$ cat src/rtl/pingpong_pkg.sv
// Shared definitions for the ping-pong game blocks.
//   - game_state_e : encoding of the game-state FSM output consumed by the
//                    ball motion controller.
//   - motion_state_e : internal sequencing states of ball_motion_ctrl.
//   - P1_BOARD_X / P2_BOARD_X : paddle face x coordinates, shared so goal
//                    detection and ball reflection use the same geometry.
package pingpong_pkg;

  typedef enum logic [1:0] {
    P1_SERVE = 2'd0,
    P2_SERVE = 2'd1,
    PLAYING  = 2'd2,
    GAME_END = 2'd3
  } game_state_e;

  typedef enum logic [1:0] {
    SERVE1 = 2'd0,
    SERVE2 = 2'd1,
    MOVING = 2'd2,
    FROZEN = 2'd3
  } motion_state_e;

  localparam logic [9:0] P1_BOARD_X = 10'd150;
  localparam logic [9:0] P2_BOARD_X = 10'd490;

endpackage

$ cat src/rtl/paddle_hit_detect.sv
// Combinational vertical overlap test between the ball and one paddle.
// Ports:
//   y        : candidate ball y (already wall-clamped)
//   paddle_y : top edge of the paddle
//   in_range : 1 when paddle_y <= y <= paddle_y + PADDLE_H - 1
module paddle_hit_detect #(
  parameter logic [9:0] PADDLE_H = 10'd60
) (
  input  logic [9:0] y,
  input  logic [9:0] paddle_y,
  output logic       in_range
);

  // Bottom edge is formed in 11 bits so a paddle near the bottom of the
  // coordinate range cannot wrap its span back to small y values.
  logic [10:0] bottom;

  assign bottom   = {1'b0, paddle_y} + {1'b0, PADDLE_H} - 11'd1;
  assign in_range = (y >= paddle_y) && ({1'b0, y} <= bottom);

endmodule

$ cat src/rtl/ball_motion_ctrl.sv
// Ball position sequencer for the ping-pong game.
// Tracks the serving paddle while a serve is pending, launches the ball when
// play starts, and advances it one step per frame tick while playing,
// reflecting off the walls and the paddles and speeding up every few hits.
// Ports:
//   clk, reset            : clock, synchronous active-high reset
//   game_state            : 0=p1 serve, 1=p2 serve, 2=playing, 3=game end
//   tick                  : one-cycle frame strobe
//   p1_paddle_y/p2_paddle_y : top y of each paddle
//   ball_x, ball_y        : ball position
//   ball_dx, ball_dy      : direction (dx=1 right, dy=1 down)
//   speed                 : pixels per tick per axis
//   hit_count             : paddle hits since the last serve (saturating)
//   paddle_hit            : one-cycle pulse after a paddle reflection
module ball_motion_ctrl
  import pingpong_pkg::*;
#(
  parameter logic [9:0] WALL_TOP         = 10'd40,
  parameter logic [9:0] WALL_BOTTOM      = 10'd440,
  parameter logic [9:0] PADDLE_H         = 10'd60,
  parameter logic [2:0] SPEED_INIT       = 3'd1,
  parameter logic [2:0] SPEED_MAX        = 3'd6,
  parameter logic [3:0] HITS_PER_SPEEDUP = 4'd4,
  parameter logic [9:0] X_LIMIT          = 10'd639
) (
  input  logic       clk,
  input  logic       reset,
  input  logic [1:0] game_state,
  input  logic       tick,
  input  logic [9:0] p1_paddle_y,
  input  logic [9:0] p2_paddle_y,
  output logic [9:0] ball_x,
  output logic [9:0] ball_y,
  output logic       ball_dx,
  output logic       ball_dy,
  output logic [2:0] speed,
  output logic [7:0] hit_count,
  output logic       paddle_hit
);

  localparam logic [9:0] HALF_H  = PADDLE_H >> 1;
  localparam logic [9:0] RESET_Y = 10'd240;

  motion_state_e state_q, state_d;

  logic [9:0] x_q, x_d, y_q, y_d;
  logic       dx_q, dx_d, dy_q, dy_d;
  logic [2:0] speed_q, speed_d;
  logic [7:0] hc_q, hc_d;
  logic       ph_q, ph_d;
  logic       toggle_q, toggle_d;

  // Candidate step results, 11-bit signed so a step below zero is visible.
  logic signed [10:0] step, nx, ny;
  logic [9:0]         y_wall;
  logic               dy_wall;
  logic               p1_in, p2_in, p1_cross, p2_cross;
  logic [7:0]         hc_inc;
  logic               speedup;

  function automatic logic [9:0] clamp_y(input logic [10:0] v);
    if (v < {1'b0, WALL_TOP})         clamp_y = WALL_TOP;
    else if (v > {1'b0, WALL_BOTTOM}) clamp_y = WALL_BOTTOM;
    else                              clamp_y = v[9:0];
  endfunction

  function automatic logic [9:0] sat_x(input logic signed [10:0] v);
    if (v < 11'sd0)                         sat_x = 10'd0;
    else if (v > $signed({1'b0, X_LIMIT})) sat_x = X_LIMIT;
    else                                    sat_x = v[9:0];
  endfunction

  function automatic logic [7:0] sat_inc_hits(input logic [7:0] v);
    sat_inc_hits = (v == 8'hFF) ? 8'hFF : v + 8'd1;
  endfunction

  function automatic logic [2:0] sat_inc_speed(input logic [2:0] v);
    sat_inc_speed = (v >= SPEED_MAX) ? SPEED_MAX : v + 3'd1;
  endfunction

  // ---- Stage p0: state register ----
  always_ff @(posedge clk) begin
    if (reset) state_q <= SERVE1;
    else       state_q <= state_d;
  end

  always_comb begin
    state_d = FROZEN;
    case (game_state_e'(game_state))
      P1_SERVE: state_d = SERVE1;
      P2_SERVE: state_d = SERVE2;
      PLAYING:  state_d = MOVING;
      default:  state_d = FROZEN;
    endcase
  end

  // ---- Stage p0: one-tick motion candidate ----
  always_comb begin
    step = $signed({8'd0, speed_q});
    nx   = dx_q ? $signed({1'b0, x_q}) + step : $signed({1'b0, x_q}) - step;
    ny   = dy_q ? $signed({1'b0, y_q}) + step : $signed({1'b0, y_q}) - step;

    y_wall  = ny[9:0];
    dy_wall = dy_q;
    if (ny < $signed({1'b0, WALL_TOP})) begin
      y_wall  = WALL_TOP;
      dy_wall = 1'b1;
    end else if (ny > $signed({1'b0, WALL_BOTTOM})) begin
      y_wall  = WALL_BOTTOM;
      dy_wall = 1'b0;
    end

    // A paddle can only reflect a ball that starts on the court side of its
    // face and would cross it this tick.
    p1_cross = !dx_q && (x_q >= P1_BOARD_X) && (nx < $signed({1'b0, P1_BOARD_X}));
    p2_cross =  dx_q && (x_q <= P2_BOARD_X) && (nx > $signed({1'b0, P2_BOARD_X}));

    hc_inc  = sat_inc_hits(hc_q);
    speedup = (hc_q != 8'hFF) && (hc_inc != 8'd0) &&
              ((32'(hc_inc) % 32'(HITS_PER_SPEEDUP)) == 32'd0);
  end

  paddle_hit_detect #(.PADDLE_H(PADDLE_H)) u_p1_hit (
    .y        (y_wall),
    .paddle_y (p1_paddle_y),
    .in_range (p1_in)
  );

  paddle_hit_detect #(.PADDLE_H(PADDLE_H)) u_p2_hit (
    .y        (y_wall),
    .paddle_y (p2_paddle_y),
    .in_range (p2_in)
  );

  // ---- Stage p0: next datapath values per state ----
  always_comb begin
    x_d      = x_q;
    y_d      = y_q;
    dx_d     = dx_q;
    dy_d     = dy_q;
    speed_d  = speed_q;
    hc_d     = hc_q;
    ph_d     = 1'b0;
    toggle_d = toggle_q;

    case (state_q)
      SERVE1: begin
        if (state_d == MOVING) begin
          // Launch: position holds, vertical direction alternates per serve.
          dy_d     = toggle_q;
          toggle_d = ~toggle_q;
        end else begin
          x_d     = P1_BOARD_X + 10'd1;
          y_d     = clamp_y({1'b0, p1_paddle_y} + {1'b0, HALF_H});
          dx_d    = 1'b1;
          speed_d = SPEED_INIT;
          hc_d    = 8'd0;
        end
      end
      SERVE2: begin
        if (state_d == MOVING) begin
          dy_d     = toggle_q;
          toggle_d = ~toggle_q;
        end else begin
          x_d     = P2_BOARD_X - 10'd1;
          y_d     = clamp_y({1'b0, p2_paddle_y} + {1'b0, HALF_H});
          dx_d    = 1'b0;
          speed_d = SPEED_INIT;
          hc_d    = 8'd0;
        end
      end
      MOVING: begin
        // Leaving MOVING wins over a coincident tick.
        if (state_d == MOVING && tick) begin
          y_d  = y_wall;
          dy_d = dy_wall;
          if (p1_cross && p1_in) begin
            x_d  = P1_BOARD_X;
            dx_d = 1'b1;
            ph_d = 1'b1;
            hc_d = hc_inc;
            if (speedup) speed_d = sat_inc_speed(speed_q);
          end else if (p2_cross && p2_in) begin
            x_d  = P2_BOARD_X;
            dx_d = 1'b0;
            ph_d = 1'b1;
            hc_d = hc_inc;
            if (speedup) speed_d = sat_inc_speed(speed_q);
          end else begin
            x_d = sat_x(nx);
          end
        end
      end
      default: ;
    endcase
  end

  // ---- Stage p1: registered outputs ----
  always_ff @(posedge clk) begin
    if (reset) begin
      x_q      <= P1_BOARD_X + 10'd1;
      y_q      <= RESET_Y;
      dx_q     <= 1'b1;
      dy_q     <= 1'b0;
      speed_q  <= SPEED_INIT;
      hc_q     <= 8'd0;
      ph_q     <= 1'b0;
      toggle_q <= 1'b0;
    end else begin
      x_q      <= x_d;
      y_q      <= y_d;
      dx_q     <= dx_d;
      dy_q     <= dy_d;
      speed_q  <= speed_d;
      hc_q     <= hc_d;
      ph_q     <= ph_d;
      toggle_q <= toggle_d;
    end
  end

  assign ball_x     = x_q;
  assign ball_y     = y_q;
  assign ball_dx    = dx_q;
  assign ball_dy    = dy_q;
  assign speed      = speed_q;
  assign hit_count  = hc_q;
  assign paddle_hit = ph_q;

endmodule
$ cat config.mk
export PLATFORM = sky130hd
export DESIGN_NAME = ball_motion_ctrl
export DESIGN_NICKNAME = d
export VERILOG_FILES = /design/src/rtl/pingpong_pkg.sv /design/src/rtl/paddle_hit_detect.sv /design/src/rtl/ball_motion_ctrl.sv
export SDC_FILE = /design/constraint.sdc
export NUM_CORES = 1
export LEC_CHECK = 0
export CAP_MARGIN = 20
export CELL_PAD_IN_SITES_DETAIL_PLACEMENT = 0
export CELL_PAD_IN_SITES_GLOBAL_PLACEMENT = 2
export CORE_UTILIZATION = 37
export CTS_CLUSTER_DIAMETER = 40
export DETAILED_ROUTE_END_ITERATION = 10
export PLACE_DENSITY_LB_ADDON = 0.1
export SLEW_MARGIN = 10
export SYNTH_ARGS = -nofsm -noshare
export SYNTH_HDL_FRONTEND = slang
export SYNTH_SLANG_ARGS = --single-unit
$ cat constraint.sdc
create_clock -name clk -period 8.8 [get_ports clk]
set_clock_uncertainty 0.1 [all_clocks]
set_input_delay 1.32 -clock clk [delete_from_list [all_inputs] [get_ports clk]]
set_output_delay 1.32 -clock clk [all_outputs]
set_load 0.01 [all_outputs]
**After elaboration in Yosys (flattened, before gate mapping)**

Index checks and enable logic that the tools add are counted.
Widths: inputs -> output; s select.

- Output and inout bits: 34
- Input bits: 25
- Register bits: 37

- Multiplexer cells: 47
- Reduce and logical (&&, ||, !) cells: 25
- Equal/unequal tests: 14
- Order comparisons: 17
- Add/subtract/negate cells: 12
- Bitwise gates (word level): 3

Operators with widths:

| kind | number |
|---|---|
| $mux 10 | 16 |
| $pmux 10 s3 | 2 |
| $mux 8 | 5 |
| $logic_not 32->1 | 1 |
| $add 10x3->11 | 2 |
| $add 10x5->11 const B | 2 |
| $add 10x6->11 const B | 2 |
| $gt 11x10->1 const B | 2 |
| $gt 11x9->1 const B | 2 |
| $le 10x11->1 | 2 |
| $lt 11x6->1 const B | 2 |
| $mux 11 | 2 |
| $sub 10x3->11 | 2 |
| $sub 11x1->11 const B | 2 |
| $ge 10x10->1 | 2 |
| $mux 3 | 6 |
| $pmux 8 s2 | 1 |
| $reduce_and 4->1 | 3 |
| $gt 11x11->1 const B | 1 |
| $logic_and 1x1->1 | 11 |
| $lt 11x1->1 const B | 1 |
| $lt 11x7->1 const B | 1 |
| $lt 11x9->1 const B | 1 |
| $mux 1 | 11 |
| 26 further kinds | 36 |

**Depth between registers and ports, before layout**

Gate-level depths: netlist (run 1).

- Depth after elaboration: 12
- Mapped depth: 27

**Cells and area by module**

From an unflattened synthesis (run 1), not the netlist that was laid out.

- Cells, all modules: 789
- Area total of the unflattened synthesis: 5928.2 um^2

By module, submodules not included:

| module | seq. area each (um^2) | area each (um^2) | cells an instance | instances |
|---|---|---|---|---|
| ball_motion_ctrl | 740.7 | 4684.5 | 627 | 1 |
| paddle_hit_detect | 0.0 | 621.8 | 81 | 2 |

**Worst setup path after synthesis (run 1)**

OpenSTA, ideal clock, no wires.

- Kind: reg-to-reg
- Start: register speed_q[0] (netlist: speed[0])
- End: register hc_q[0] (netlist: hit_count[0])
- Period minus slack after synthesis: 5846 ps
- Cell stages (with the launch flop): 27
- Path slack: 2954 ps
- Required time: 8572 ps
- Data arrival time: 5618 ps
- Library setup time: 128 ps
- Path through: dfxtp_1 inv_1 ha_1 ha_1 mux2_2 ha_1 a21oi_1 a221o_1 and2_4 o31a_1 o21a_1 a211oi_1 and3_1 clkbuf_1 nand2_1 ha_1 a21boi_0 o21ai_0 nand2b_1 a21oi_1 maj3_1 o31a_1 nor4_4 o21ai_2 buf_6 a311oi_4 o2bb2ai_1

- Longest elaborated chain between the ends: 11

RTL lines:

| element | RTL line | source |
|---|---|---|
| start, declared | ball_motion_ctrl.sv:48 | `logic [2:0] speed_q, speed_d;` |
| start signal, assigned | ball_motion_ctrl.sv:214 | `speed_q <= speed_d;` |
| $sub 10x3->11 or $add 10x3->11 (tied branches) | ball_motion_ctrl.sv:101 | `ny = dy_q ? $signed({1'b0, y_q}) + step : $signed({1'b0, y_q}) - step;` |
| $mux 11 | ball_motion_ctrl.sv:101 |  |
| $gt 11x10->1 | ball_motion_ctrl.sv:108 | `end else if (ny > $signed({1'b0, WALL_BOTTOM})) begin` |
| $mux 10 | ball_motion_ctrl.sv:108 |  |
| $mux 10 | ball_motion_ctrl.sv:105 | `if (ny < $signed({1'b0, WALL_TOP})) begin` |
| $le 10x11->1 or $ge 10x10->1 (tied branches) | paddle_hit_detect.sv:19 | `assign in_range = (y >= paddle_y) && ({1'b0, y} <= bottom);` |
| $logic_and 1x1->1 | paddle_hit_detect.sv:19 |  |
| $logic_and 1x1->1 | ball_motion_ctrl.sv:177 | `if (p1_cross && p1_in) begin` |
| $mux 8 | ball_motion_ctrl.sv:177 |  |
| $mux 8 | ball_motion_ctrl.sv:174 | `if (state_d == MOVING && tick) begin` |
| $pmux 8 s2 | ball_motion_ctrl.sv:146 | `case (state_q)` |
| end signal, assigned | ball_motion_ctrl.sv:206 | `hc_q <= 8'd0;` |
| end signal, assigned | ball_motion_ctrl.sv:215 | `hc_q <= hc_d;` |
| end, declared | ball_motion_ctrl.sv:49 | `logic [7:0] hc_q, hc_d;` |

Several ways; a longest one is shown, not always the timed one. The select of a mux whose other input is x is not followed.
A chain may end at the register's enable or synchronous reset.

**Worst setup path after layout (run 1)**

- Start: register speed_q[0] (netlist: speed[0])
- End: register hc_q[7] (netlist: hit_count[7])

The elaborated chain is that of the path after synthesis.

==> results of run 1 <==
layout by cell type (no fill, tap or decap), types with 5 or more instances in the layout:
master           instances
ha_1                    72
nor2_1                  62
clkdlybuf4s50_1         58
a21oi_1                 53
nand2_1                 53
inv_1                   48
o21ai_0                 39
dfxtp_1                 37
xnor2_1                 30
nor3_1                  27
nand3_1                 20
a211oi_1                18
nor2b_1                 14
and3_1                  13
o21a_1                  13
and2_1                  12
xor2_1                  11
o22ai_1                 11
a31oi_1                 10
a21o_1                  10
nand2b_1                 9
nand4_1                  8
or3_1                    7
o21ai_1                  6
a211o_1                  6
mux2i_1                  6
mux2_2                   6
o31ai_1                  5
clkbuf_16                5
kinds of logic after synthesis:
family	Yosys count	synth area share [%]
buf+inv	75	5.44
flops	37	13.6
mux	12	2.34
other cells	1	0.0688
xor+xnor	41	6.59
fa+ha+maj	79	18.2
compound gates	238	30.7
simple gates	248	23.1
stage by stage:
| step | util [%] | power (mW) | instances | hold WS [ns] |
|---|---|---|---|---|
| finish | 45.1 | 1.06 | 958 | 0.410 |
| global route | 45.1 | 1.14 | 958 | 0.442 |
| CTS | 45.1 | 1.05 | 958 | 0.412 |
| detailed placement | 43.9 | 0.842 | 950 | 0.404 |
| global placement | 43.9 | 0.830 | 950 | 0.396 |
| floorplan | - | 0.659 | 734 | 0.385 |
critical path, cell delays in order (launching register included):
cell and delay [ns]:
dfxtp_1 0.48, inv_1 0.12, ha_1 0.22, ha_1 0.29, mux2_2 0.27, ha_1 0.33
a21oi_1 0.20, a221o_1 0.23, nand2_1 0.09, o311ai_1 0.57, nor2_1 0.17, a211oi_1 0.30
and3_1 0.36, nand2_1 0.23, ha_1 0.32, a21boi_0 0.19, o21ai_0 0.10, nand2b_1 0.08
a21oi_1 0.08, maj3_1 0.35, o31a_1 0.29, nor4_4 0.25, o21ai_2 0.25, a211o_1 0.36
a2111oi_2 0.35
routing by layer:
metal  share of wire (%)  track usage, %  routed length [um]
met3                 4.2            2.21                 753
met5                   0               0                   0
met4                 1.2            4.37                 205
met2                  44            38.2                7910
met1                  50            35.3                8950
final timing paths:
check / startpoint / end / slack (ns) / cells after the start
max: speed[0] / hit_count[7] / 2.11 / 24
min: ball_y[9] / ball_y[9] / 0.41 / 1
max reg2reg: speed[0] / hit_count[7] / 2.11 / 24
min reg2reg: ball_y[9] / ball_y[9] / 0.41 / 1
registers in the layout, indices dropped and copies added (netlist names):
signal and flops:
ball_dx 1, hit_count 8, ball_x 10, ball_y 10, toggle_q 1, paddle_hit 1
speed 3, state_q 2, ball_dy 1
cell type report:
type / instances / share of cell area, %
multi-input combinational: 622 / 69.6
inverter: 49 / 2.90
clock inverter: 2 / 0.611
tap: 180 / 3.55
clock buffer: 6 / 2.03
timing repair buffer: 62 / 9.61
sequential: 37 / 11.7
cells in the mapped netlist (all sizes together), types with 8 or more instances:
master  instances  share of area (%)
o21ai          47                4.5
and2           13                1.5
xnor2          30                4.8
nor3           27                2.5
a31oi          11                1.5
nor2           62                4.3
o21a           13                1.8
and3           13                1.5
inv            49                3.4
or3             9                1.2
a211oi         18                2.5
nand3          20                1.8
ha             72                 17
a21oi          53                4.9
nor2b          14                1.6
nand2b          9                1.0
nand4           8               0.92
nand2          53                3.7
clkbuf         21                1.4
a21o           10                1.4
o22ai          11                1.3
xor2           11                1.8
dfxtp          37                 14
power groups by stage:
stage | Combinational (mW) | Sequential, mW | Clock [mW]
5_1_grt | 0.728 | 0.198 | 0.218
6_report | 0.654 | 0.196 | 0.208
2_1_floorplan | 0.463 | 0.196 | 0
3_3_place_gp | 0.631 | 0.199 | 0
3_5_place_dp | 0.643 | 0.199 | 0
4_1_cts | 0.648 | 0.195 | 0.210
==> impl_metrics.tcl, run 1 <==
set metrics [dict create \
    clk_pin_slew_ns 0.06 \
    maxSlewViolCount 0 \
    cts_buffers 5 \
    cp_max_fo 11 \
    cp-start-kind "flip-flop" \
    drc 0 \
    tightest_slew_ns 1.11 \
    rsz0062_at_grt "false" \
    worstSetupPathType "flip-flop to flip-flop" \
    clock_latency_ns 0.28 \
    hold_viol_final 0 \
    cts.path.max_buffers 2 \
    p_seq_share_pct 18.5 \
    finalWorstSetupSlack_ns 2.11 \
    p_switching_uw 482 \
    swShare_pct 45.5 \
    wirelength_um 17800 \
    fmax_mhz 150 \
    maxCapViolCount 0 \
    post_dp_cell_area_um2 6180 \
    yosys_register_bits 37 \
    clockRootBuffer "clkbuf_16" \
    track_usage_pct 24.1 \
    drive_gt1_share_pct 5.27 \
    antenna_found_initial 0 \
    period_minus_slack_ns 6.69 \
    die_w_um 123 \
    critPathArrivalTime_ns 6.76 \
    fill_cells 1452 \
    synth-async-reset-ratio_pct 0 \
    end_kind "flip-flop" \
    area_growth_pct 16.6 \
    p_clk_share_pct 19.7 \
    netlist_area_um2 5450 \
    seqCellArea_um2 741 \
    pre_cts_slack_ns 2.24 \
    grt_overflow 0 \
    post_cts_buffers 0 \
    vias 5605 \
    viasPerCell 5.85 \
    combPwrFrac_pct 61.8 \
    slew_headroom_pct 26.0 \
    drt_iter0_markers 353 \
    cts_hold_buf 0 \
    grt_max_degree 25 \
    place_congestion 0.880 \
    cts_sinks 37 \
    fin_setup_tns_ns 0 \
    synth_edf_count 0 \
    grt_pass1_vias 5358 \
    io_buffers 58 \
    status "completed" \
    yosysUniqueCellTypes 79 \
    fin_nets 876 \
    setup_viol 0 \
    design_area_um2 6350 \
    core_area_um2 14100 \
    grt_pass1_wl_um 28500 \
    post_synth.cell_area_avg_um2 7.45 \
    die_area_um2 15200 \
    route.detailed.wl_per_inst_um 18.6 \
    power.density_nw_per_um2 166 \
    dp_hpwl_um 14200 \
    cts_tree "yes" \
    hold_class "flip-flop to flip-flop" \
    leakage_nw 2.55 \
    initial_utilization_pct 38.7 \
    p_int_uw 576 \
    multi_input_area_um2 4420 \
    ys_seq_area_share_pct 13.6 \
    htree_levels 2 \
    peakVddDrop_uv 73.7 \
    fp.dieH_um 123 \
    ys.warnings.count 0 \
    finalCritPeriodShare_pct 76.0 \
    dr.pass1.iters 5 \
    required_ns 8.88 \
    synth_cells 731 \
    row_count 43 \
    ios 59 \
    n_antenna_cell 0 \
    yosys_most_used_dff "dfxtp_1" \
    final_antenna_net_count 0 \
    cts_resized 0 \
]
No activity file was read; power rests on OpenSTA's default activity.
==> run 2: changes to the inputs <==
- CORE_UTILIZATION: 37 -> 34
- clock period: 8.8 -> 6.4 ns (I/O delays scaled with it)
==> run 2 against run 1 <==
Against the previous run: first-iteration DRC count decreased by 4.8%; die area up 8.7%; setup slack worse by 1.9 ns; utilization fell by 2.3 points; count of clock-buffer cells in the layout is 1 lower; critical path type unchanged; critical endpoint unchanged; largest cell class unchanged.
==> impl_metrics.tcl, run 2 (synthesis results as in run 1) <==
set metrics [dict create \
    status "completed" \
    clockRootBuffer "clkbuf_16" \
    tightest_slew_ns 0.863 \
    die_w_um 129 \
    drc 0 \
    initial_utilization_pct 35.3 \
    setup_viol 0 \
    leakage_nw 2.64 \
    period_minus_slack_ns 6.14 \
    vias 5728 \
    crit_path_start "speed[1]" \
    seqCellArea_um2 744 \
    final_antenna_net_count 0 \
    cts_buffers 5 \
    pre_cts_slack_ns 0.0876 \
    fill_cells 1607 \
    antenna_found_initial 0 \
    drive_gt1_share_pct 8.48 \
    ios 59 \
    track_usage_pct 22.1 \
    clock_latency_ns 0.29 \
    r2r_start "speed[1]" \
    maxCapViolCount 0 \
    row_count 45 \
    grt_pass1_vias 5555 \
    path_cells "inv_1 -> ha_1 -> ha_1 -> mux2_2 -> ha_4 -> nand3_1 -> a221o_1 -> and2_4 -> o31a_1 -> o21a_1 -> a211oi_2 -> and3_4 -> nand2_4 -> ha_1 -> a21boi_1 -> o21ai_0 -> nand2b_1 -> a21oi_1 -> maj3_1 -> o31a_1 -> nor4_4 -> o21ai_4 -> a211o_1 -> a2111oi_2" \
    power.density_nw_per_um2 235 \
    cpPeakStageDelay_ns 0.48 \
    worstSetupPathType "flip-flop to flip-flop" \
    fin_nets 888 \
    place_congestion 0.860 \
    maxSlewViolCount 0 \
    cts_hold_buf 0 \
    clk_pin_slew_ns 0.06 \
    drt_iter0_markers 336 \
    p_total_mw 1.55 \
    route.detailed.wl_per_inst_um 18.3 \
    dp_hpwl_um 14400 \
    crit_slowest_cell "nor4_4" \
    peakVddDrop_uv 114 \
    grt_overflow 0 \
    fin_setup_tns_ns 0 \
    r2r_cells 24 \
    cts.path.max_buffers 2 \
    hold_ws_ns 0.411 \
    hold_start "hit_count[1]" \
    fp.dieH_um 129 \
    required_ns 6.49 \
    htree_levels 2 \
    io_buffers 58 \
    dr.pass1.iters 4 \
    fmax_mhz 163 \
    utilization_pct 42.7 \
    critPathArrivalTime_ns 6.23 \
    n_antenna_cell 0 \
    cpMostUsedCell "ha_1" \
    finalWorstSetupSlack_ns 0.262 \
    hold_class "flip-flop to flip-flop" \
    cp_max_fo 8 \
    core_area_um2 15400 \
    hold_viol_final 0 \
    grt_max_degree 25 \
    die_area_um2 16500 \
    cts_sinks 37 \
    final_common_cell "ha_1" \
    finalCritPeriodShare_pct 95.9 \
    viasPerCell 5.72 \
    final_cell_mix "ha_1, nor2_1, clkdlybuf4s50_1" \
    cp-start-kind "flip-flop" \
    wirelength_um 18300 \
    area_growth_pct 21.0 \
    slew_headroom_pct 41.7 \
    multi_input_area_um2 4520 \
    min_path_cells 2 \
    cts_tree "yes" \
    grt_pass1_wl_um 28700 \
    end_kind "flip-flop" \
]
run 2: changes by cell type in the layout (fill, tap and decap cells not counted), sizes merged:
cell    delta
bufinv     +1
clkbuf     -1
buf       +11
o21ai      +1
run 2: what timing repair did:
action                     in CTS  in global routing
setup endpoints to repair       0                 23
buffers inserted                0                  5
gates resized for setup         0                 19
run 2: area by class of cell:
class                   count  area share [%]
clock inverters             3           0.987
multi-input cells         623            68.5
repair buffers             73            10.5
well taps                 211            4.00
clock buffers               5            1.90
flip-flops and latches     37            11.3
inverters                  49            2.79
run 2: path summary, 6_finish.rpt:
path,slack (ns),to
setup / recovery,0.26,hit_count[7]
hold / removal,0.41,hit_count[1]
setup reg to reg,0.26,hit_count[7]
hold reg to reg,0.41,hit_count[1]
run 2: worst max-delay path: cells and delay by family (launching register included):
family          cells  cell delay (ns)
fa+ha+maj           5             1.41
mux                 1             0.30
simple gates        6             1.17
buf+inv             1             0.06
flops               1             0.38
compound gates     11             2.61
run 2: per-layer routing:
| metal | global-route usage (%) | routed length (um) | part of all wire [%] |
|---|---|---|---|
| met1 | 30.5 | 8860 | 48 |
| met2 | 36.2 | 8210 | 45 |
| met3 | 3.12 | 910 | 5.0 |
| met4 | 5.12 | 306 | 1.7 |
| met5 | 0 | 0 | 0 |
run 2: through the flow:
step,cells,instance area [um^2]
2_1_floorplan,734,5460
3_3_place_gp,987,6270
3_5_place_dp,987,6270
4_1_cts,995,6460
5_1_grt,1001,6600
6_report,1001,6600
run 2: where the power goes:
part | total [mW] | internal, mW | leakage, nW | switching (mW)
registers | 0.268 | 0.244 | 0.304 | 0.0240
logic | 0.951 | 0.393 | 2.24 | 0.558
clock network | 0.330 | 0.223 | 0.0938 | 0.108
total | 1.55 | 0.860 | 2.64 | 0.690
